<file path="config.mk">
export PLATFORM = sky130hd
export DESIGN_NAME = cmd_queue_master
export DESIGN_NICKNAME = d
export VERILOG_FILES = /design/src/rtl/bus_pkg.sv /design/src/rtl/cmd_fifo.sv /design/src/rtl/cmd_queue_master.sv
export SDC_FILE = /design/constraint.sdc
export NUM_CORES = 1
export LEC_CHECK = 0
export ABC_AREA = 1
export BUFFER_PORTS_ARGS = -buffer_cell sky130_fd_sc_hd__buf_2
export CAP_MARGIN = 10
export CORE_MARGIN = 2
export CORE_UTILIZATION = 40
export CTS_BUF_LIST = sky130_fd_sc_hd__clkbuf_4 sky130_fd_sc_hd__clkbuf_8
export DETAILED_ROUTE_END_ITERATION = 10
export PLACE_DENSITY = 0.69
export SLEW_MARGIN = 10
export SYNTH_ARGS = -nofsm -noshare
export SYNTH_HDL_FRONTEND = slang
export SYNTH_SLANG_ARGS = --single-unit
</file>
<file path="constraint.sdc">
create_clock -name clk -period 3.53 [get_ports clk]
set_input_delay 0.5295 -clock clk [delete_from_list [all_inputs] [get_ports clk]]
set_output_delay 0.5295 -clock clk [all_outputs]
set_load 0.02 [all_outputs]
</file>
<file path="src/rtl/bus_pkg.sv">
// bus_pkg: shared bus widths and command master FSM state encoding
package bus_pkg;
  localparam int ADDR_W = 16;
  localparam int DATA_W = 8;
  typedef enum logic [2:0] {
    IDLE, REQ, ADDR, WDATA, WAIT_ACK, WAIT_RDATA, SPLIT_WAIT, RESP
  } st_e;
endpackage

</file>
<file path="src/rtl/cmd_fifo.sv">
// cmd_fifo: synchronous FIFO holding queued bus commands
module cmd_fifo #(
  parameter int DEPTH = 4,
  parameter int W     = 8
) (
  input  logic                   clk,
  input  logic                   rst_n,
  input  logic                   push,
  input  logic                   pop,
  input  logic [W-1:0]           wdata,
  output logic [W-1:0]           rdata,
  output logic                   full,
  output logic                   empty,
  output logic [$clog2(DEPTH):0] count
);
  localparam int AW = $clog2(DEPTH);
  logic [W-1:0]  mem_q [DEPTH];
  logic [AW-1:0] wptr_q, wptr_d, rptr_q, rptr_d;
  logic [AW:0]   count_q, count_d;
  logic          do_push, do_pop;
  always_comb begin
    do_push = push && !full;
    do_pop  = pop && !empty;
    wptr_d  = wptr_q + AW'(do_push);
    rptr_d  = rptr_q + AW'(do_pop);
    count_d = count_q + (AW+1)'(do_push) - (AW+1)'(do_pop);
  end
  always_ff @(posedge clk or negedge rst_n)
    if (!rst_n) begin
      wptr_q  <= '0;
      rptr_q  <= '0;
      count_q <= '0;
    end else begin
      wptr_q  <= wptr_d;
      rptr_q  <= rptr_d;
      count_q <= count_d;
    end
  always_ff @(posedge clk)
    if (do_push) mem_q[wptr_q] <= wdata;
  assign rdata = mem_q[rptr_q];
  assign full  = count_q == (AW+1)'(DEPTH);
  assign empty = count_q == '0;
  assign count = count_q;
endmodule

</file>
<file path="src/rtl/cmd_queue_master.sv">
// cmd_queue_master: queues commands and replays them one at a time on a split-capable bus
module cmd_queue_master #(
  parameter int DEPTH   = 4,
  parameter int ADDR_W  = bus_pkg::ADDR_W,
  parameter int DATA_W  = bus_pkg::DATA_W,
  parameter int TIMEOUT = 255
) (
  input  logic              clk,
  input  logic              rst_n,
  input  logic              cmd_valid,
  output logic              cmd_ready,
  input  logic              cmd_rw,
  input  logic [ADDR_W-1:0] cmd_addr,
  input  logic [DATA_W-1:0] cmd_wdata,
  output logic              rsp_valid,
  output logic [DATA_W-1:0] rsp_rdata,
  output logic              rsp_err,
  output logic              m_req,
  input  logic              m_grant,
  output logic [ADDR_W-1:0] m_address_out,
  output logic              m_address_out_valid,
  output logic [DATA_W-1:0] m_data_out,
  output logic              m_data_out_valid,
  output logic              m_rw,
  output logic              m_ready,
  input  logic              m_ack,
  input  logic              m_split_ack,
  input  logic              m_data_in_valid,
  input  logic [DATA_W-1:0] m_data_in
);
  import bus_pkg::*;
  localparam int TW = $clog2(TIMEOUT + 1);
  localparam int CW = $clog2(DEPTH) + 1;
  localparam int FW = 1 + ADDR_W + DATA_W;
  st_e               state_q, state_d;
  logic [TW-1:0]     tcnt_q, tcnt_d;
  logic              rw_q, rw_d;
  logic [ADDR_W-1:0] addr_q, addr_d;
  logic [DATA_W-1:0] wdata_q, wdata_d;
  logic              rsp_valid_q, rsp_valid_d;
  logic              rsp_err_q, rsp_err_d;
  logic [DATA_W-1:0] rsp_rdata_q, rsp_rdata_d;
  logic [FW-1:0]     head;
  logic              fifo_full, fifo_empty;
  logic [CW-1:0]     fifo_count;
  logic              waiting, timed_out, to_err;
  cmd_fifo #(.DEPTH(DEPTH), .W(FW)) u_fifo (
    .clk   (clk),
    .rst_n (rst_n),
    .push  (cmd_valid && !fifo_full),
    .pop   (state_q == RESP),
    .wdata ({cmd_rw, cmd_addr, cmd_wdata}),
    .rdata (head),
    .full  (fifo_full),
    .empty (fifo_empty),
    .count (fifo_count)
  );
  always_comb begin
    waiting     = state_q == WAIT_ACK || state_q == WAIT_RDATA;
    timed_out   = waiting && tcnt_q == TW'(TIMEOUT);
    to_err      = 1'b0;
    state_d     = state_q;
    rw_d        = rw_q;
    addr_d      = addr_q;
    wdata_d     = wdata_q;
    rsp_err_d   = rsp_err_q;
    rsp_rdata_d = rsp_rdata_q;
    case (state_q)
      IDLE: if (!fifo_empty) begin
        state_d = REQ;
        {rw_d, addr_d, wdata_d} = head;
      end
      REQ:   if (m_grant) state_d = ADDR;
      ADDR:  state_d = rw_q ? WDATA : WAIT_ACK;
      WDATA: state_d = WAIT_ACK;
      WAIT_ACK:
        if (m_split_ack) state_d = SPLIT_WAIT;
        else if (m_ack) state_d = rw_q ? RESP : WAIT_RDATA;
        else if (timed_out) begin
          state_d = RESP;
          to_err  = 1'b1;
        end
      WAIT_RDATA:
        if (m_data_in_valid) state_d = RESP;
        else if (timed_out) begin
          state_d = RESP;
          to_err  = 1'b1;
        end
      SPLIT_WAIT: if (m_data_in_valid) state_d = RESP;
      default: state_d = IDLE;
    endcase
    rsp_valid_d = state_d == RESP;
    if (rsp_valid_d) begin
      rsp_err_d   = to_err;
      rsp_rdata_d = (to_err || rw_q) ? '0 : m_data_in;
    end
    tcnt_d = (waiting && state_d == state_q) ? tcnt_q + TW'(1) : '0;
  end
  always_ff @(posedge clk or negedge rst_n)
    if (!rst_n) begin
      state_q     <= IDLE;
      tcnt_q      <= '0;
      rw_q        <= 1'b0;
      addr_q      <= '0;
      wdata_q     <= '0;
      rsp_valid_q <= 1'b0;
      rsp_err_q   <= 1'b0;
      rsp_rdata_q <= '0;
    end else begin
      state_q     <= state_d;
      tcnt_q      <= tcnt_d;
      rw_q        <= rw_d;
      addr_q      <= addr_d;
      wdata_q     <= wdata_d;
      rsp_valid_q <= rsp_valid_d;
      rsp_err_q   <= rsp_err_d;
      rsp_rdata_q <= rsp_rdata_d;
    end
  assign cmd_ready           = fifo_count != CW'(DEPTH);
  assign rsp_valid           = rsp_valid_q;
  assign rsp_err             = rsp_err_q;
  assign rsp_rdata           = rsp_rdata_q;
  assign m_req               = state_q inside {REQ, ADDR, WDATA, WAIT_ACK, WAIT_RDATA};
  assign m_ready             = state_q inside {WAIT_ACK, WAIT_RDATA, SPLIT_WAIT};
  assign m_address_out_valid = state_q == ADDR;
  assign m_data_out_valid    = state_q == WDATA;
  assign m_address_out       = state_q == IDLE ? '0 : addr_q;
  assign m_data_out          = state_q == IDLE ? '0 : wdata_q;
  assign m_rw                = state_q == IDLE ? 1'b0 : rw_q;
endmodule

</file>
==> metrics.md <==
| Metric | Value |
|---|---|
| Status | `finished, final reports clean` |
| Synthesized Nets | `approximately 610` |
| Total Routing Usage GR | `roughly 17%` |
| Clk_lat worst skew | `0.45 ns` |
| WS Path Type | `flip-flop to output pin` |
| CP max stage cell | `nor3_4` |
| Storage element area | `approximately 4300 µm²` |
| Mapped Cells | `559` |
| Power Total | `between 6 and 7 mW` |
| Residual DRC | `0` |
| Placeable Area | `15260 µm²` |
| Leak Pwr | `between 3 and 4 nW` |
| Tcrit/Tclk final | `around 73%` |
| Clock Sinks | `~150` |
| Crit start category | `flip-flop` |
| Die X-Extent | `~130 µm` |
| Synth top area share | `between 40% and 50%` |
| Sequential share of power | `a little over two fifths` |
| Place WS | `0.8500 ns` |
| R2R setup slack | `1.27 ns` |
| Max Root-Sink Buffers | `2` |
| Io pins | `80` |
| Min Hold Slack | `0.1217 ns` |
| CP Max Fanout | `16` |
| Postcts setup bufs | `0` |
| Total of max-cap violations | `0` |
| Clock network fraction of total power | `roughly 18%` |
| Largest net degree at the start of global routing | `52` |
| Total CTS buffers | `17` |
| Drt pass-1 iters | `4` |
| Number of H-tree levels | `4` |
| Synth top area cells | `edfxtp_1 48%, dfrtp_1 21%, nor2_1 7.6%` |
| Slew margin rel. | `about 38%` |
| Worst Path Required | `~3 ns` |
| Fin. Hold Viols | `0` |
| Routed len/inst | `about 15 µm` |
| Root Driver | `clkbuf_8` |
| Hold Path Class | `primary input to asynchronous set/reset pin` |
| Die ar. | `about 17000 µm²` |
| Initial DRC count | `306` |
| CP Cell Sequence | `nor3_4, buf_16, a21oi_1, buf_2` |
| Power Dens Cells | `around 850 nW/µm²` |
| # setup viols final | `0` |
| Comb power frac | `between 30% and 40%` |
| Multi-input logic area | `1622 µm²` |
| Arrival @ worst endpoint | `2.04 ns` |
| Worst R2R Path Depth | `6` |
| Min Tclk post-route | `2.571 ns` |
| PortBufs | `79` |
| Rows | `45` |
| Detail Route Antenna Nets | `0` |
| Hold_buf cts | `0` |
| Yosys top cell by area | `edfxtp_1` |
| Internal Power | `around 3.7 mW` |
| Final worst setup slack | `between 0.9 and 1 ns` |
| Total Routed Length | `roughly 13000 µm` |
| CTS clk-pin slew, worst paths | `about 0.080 ns` |
| Critical R2R Capture | `addr_q[2]$_DFFE_PN0P_` |
| Post-synth cell types | `26` |
| Register area share after synthesis | `69.19%` |
| Total number of vias | `between 4000 and 5000` |
| Crit-path max cell delay | `about 0.6 ns` |
| Psw | `about 2.5 mW` |
| Max Clock Freq | `388.9 MHz` |
| Die Ht | `around 130 µm` |
| Vias in the first global route | `about 4200` |
| First-pass GRT wire length | `about 21000 µm` |
| Grt ovf | `0` |
| Switch share | `between 40 and 50%` |
| CP endpoint kind | `output pin` |
| FILL cells | `1395` |
| Max VDD drop | `about 0.37 mV` |
| Launch point of the worst reg-to-reg path | `state_q[2]$_DFF_PN0_` |
| Mean Syn Cell Area | `~11 µm²` |
| Worst-margin pin slew | `around 0.92 ns` |
| Final setup TNS | `0 ns` |
| RD Place Congestion | `between 0.7 and 0.8` |
| Seq cells post-synth | `around 150` |
| Antenna violations before repair | `1` |
| Clk_skew | `~0.011 ns` |
| Synth warnings | `0` |
| Synthesized area | `between 6000 and 7000 µm²` |
| RSZ-0062 raised after global routing | `no` |
| Starting Density | `41.01%` |
| Post-CTS Resized | `0` |
| HPWL Detailed | `about 8100 µm` |
| Layout cells sized above 1 | `between 20% and 30%` |
| CTS tree | `built` |
| Via density per instance | `slightly below 5` |
| Nets | `689` |
| Fin. max-slew vios | `0` |
| Area Overhead vs Synth | `16.12%` |
routing by layer:
metal / global-route usage (%) / wire, µm / vias to the layer above
met1: 22.09 / 5970 / 2116
met2: 27.05 / 6301 / 121
met5: 0 / 0 / -
li1: - / - / 2056
met4: 5.371 / 119 / 0
met3: 4.913 / 731 / 10
state kept, by name (all words and copies together) (netlist names):
signal	count
addr_q	16
u_fifo.mem_q	100
rsp_valid	1
state_q	3
rsp_err	1
u_fifo.rptr_q	2
wdata_q	8
u_fifo.count	3
rw_q	1
rsp_rdata	8
tcnt_q	8
u_fifo.wptr_q	2
cell usage in the layout, fill, tap and decap left out, drive strengths merged, types with 6 or more instances in the layout:
master,synthesis,layout
clkinv,0,8
dfrtp,53,53
nand2,69,69
nor2,127,127
inv,57,57
o21ai,52,52
buf,5,91
nor3,6,6
edfxtp,100,100
clkinvlp,0,6
o32ai,25,25
nand3,18,18
clkbuf,21,18
through the flow:
step	instance area, µm²	util [%]	instances
5_1_grt	7263	47.60	867
2_1_floorplan	6257	-	559
3_3_place_gp	6909	45.28	834
4_1_cts	7236	47.42	866
3_5_place_dp	6909	45.28	834
6_report	7266	47.62	868
worst max path at each step:
stage / end / cells past startpoint / startpoint / slack (ns)
finish: m_req / 4 / state_q[2]$_DFF_PN0_ / 0.96
global route: m_req / 4 / state_q[2]$_DFF_PN0_ / 0.76
detailed placement: addr_q[2]$_DFFE_PN0P_ / 5 / state_q[2]$_DFF_PN0_ / 0.85
CTS: m_data_out[6] / 3 / state_q[2]$_DFF_PN0_ / 0.55
global placement: wdata_q[5]$_DFFE_PN0P_ / 6 / state_q[2]$_DFF_PN0_ / 1.00
floorplan: u_fifo.mem_q[0][0]$_DFFE_PP_ / 4 / u_fifo.count[1]$_DFF_PN0_ / 0.54
critical path: cells and delay by family, from the launching register on:
| kind | cells | cell delay (ns) |
|---|---|---|
| compound gates | 1 | 0.06 |
| simple gates | 1 | 0.60 |
| buf+inv | 2 | 0.41 |
| flops | 1 | 0.53 |
final cells by class:
type / count / share of cell area, %
Multi-Input combinational cell: 323 / 22.32
Inverter: 57 / 2.945
Tap cell: 211 / 3.634
Clock buffer: 18 / 3.324
Clock inverter: 14 / 1.171
Antenna cell: 1 / 0.03444
Sequential cell: 153 / 59.62
Timing Repair Buffer: 91 / 6.957
cell families (layout without fill, tap and decap cells):
kind of cell	count (synthesis)	in the layout	share of synthesized area (%)
simple gates	226	226	14.96
flops	153	153	69.19
buf+inv	83	180	5.219
compound gates	82	82	8.058
xor+xnor	9	9	1.260
fa+ha+maj	6	6	1.320
other cells	0	1	0
synth_stat cells:
cell	n
nor2_1	127
edfxtp_1	100
nand2_1	64
inv_1	55
dfrtp_1	53
o21ai_0	52
o32ai_1	25
clkbuf_1	21
nand3_1	17
a21oi_1	5
ha_1	5
nor3_1	5
xor2_1	5
nand2_2	4
nand4_1	4
xnor2_1	4
buf_2	3
inv_2	2
and3_1	1
buf_4	1
buf_6	1
fa_1	1
nand2_8	1
nand3_2	1
nor3_4	1
or2_2	1
power groups by stage:
stage | combinational (mW) | sequential (mW) | clock [mW]
final | 2.34 | 2.70 | 1.11
after global routing | 2.64 | 2.75 | 1.21
after CTS | 2.34 | 2.70 | 1.14
after detailed placement | 2.33 | 2.73 | 0
after global placement | 2.25 | 2.71 | 0
after floorplan | 1.68 | 2.65 | 0
Note: power is estimated with default switching activity, not from simulation.
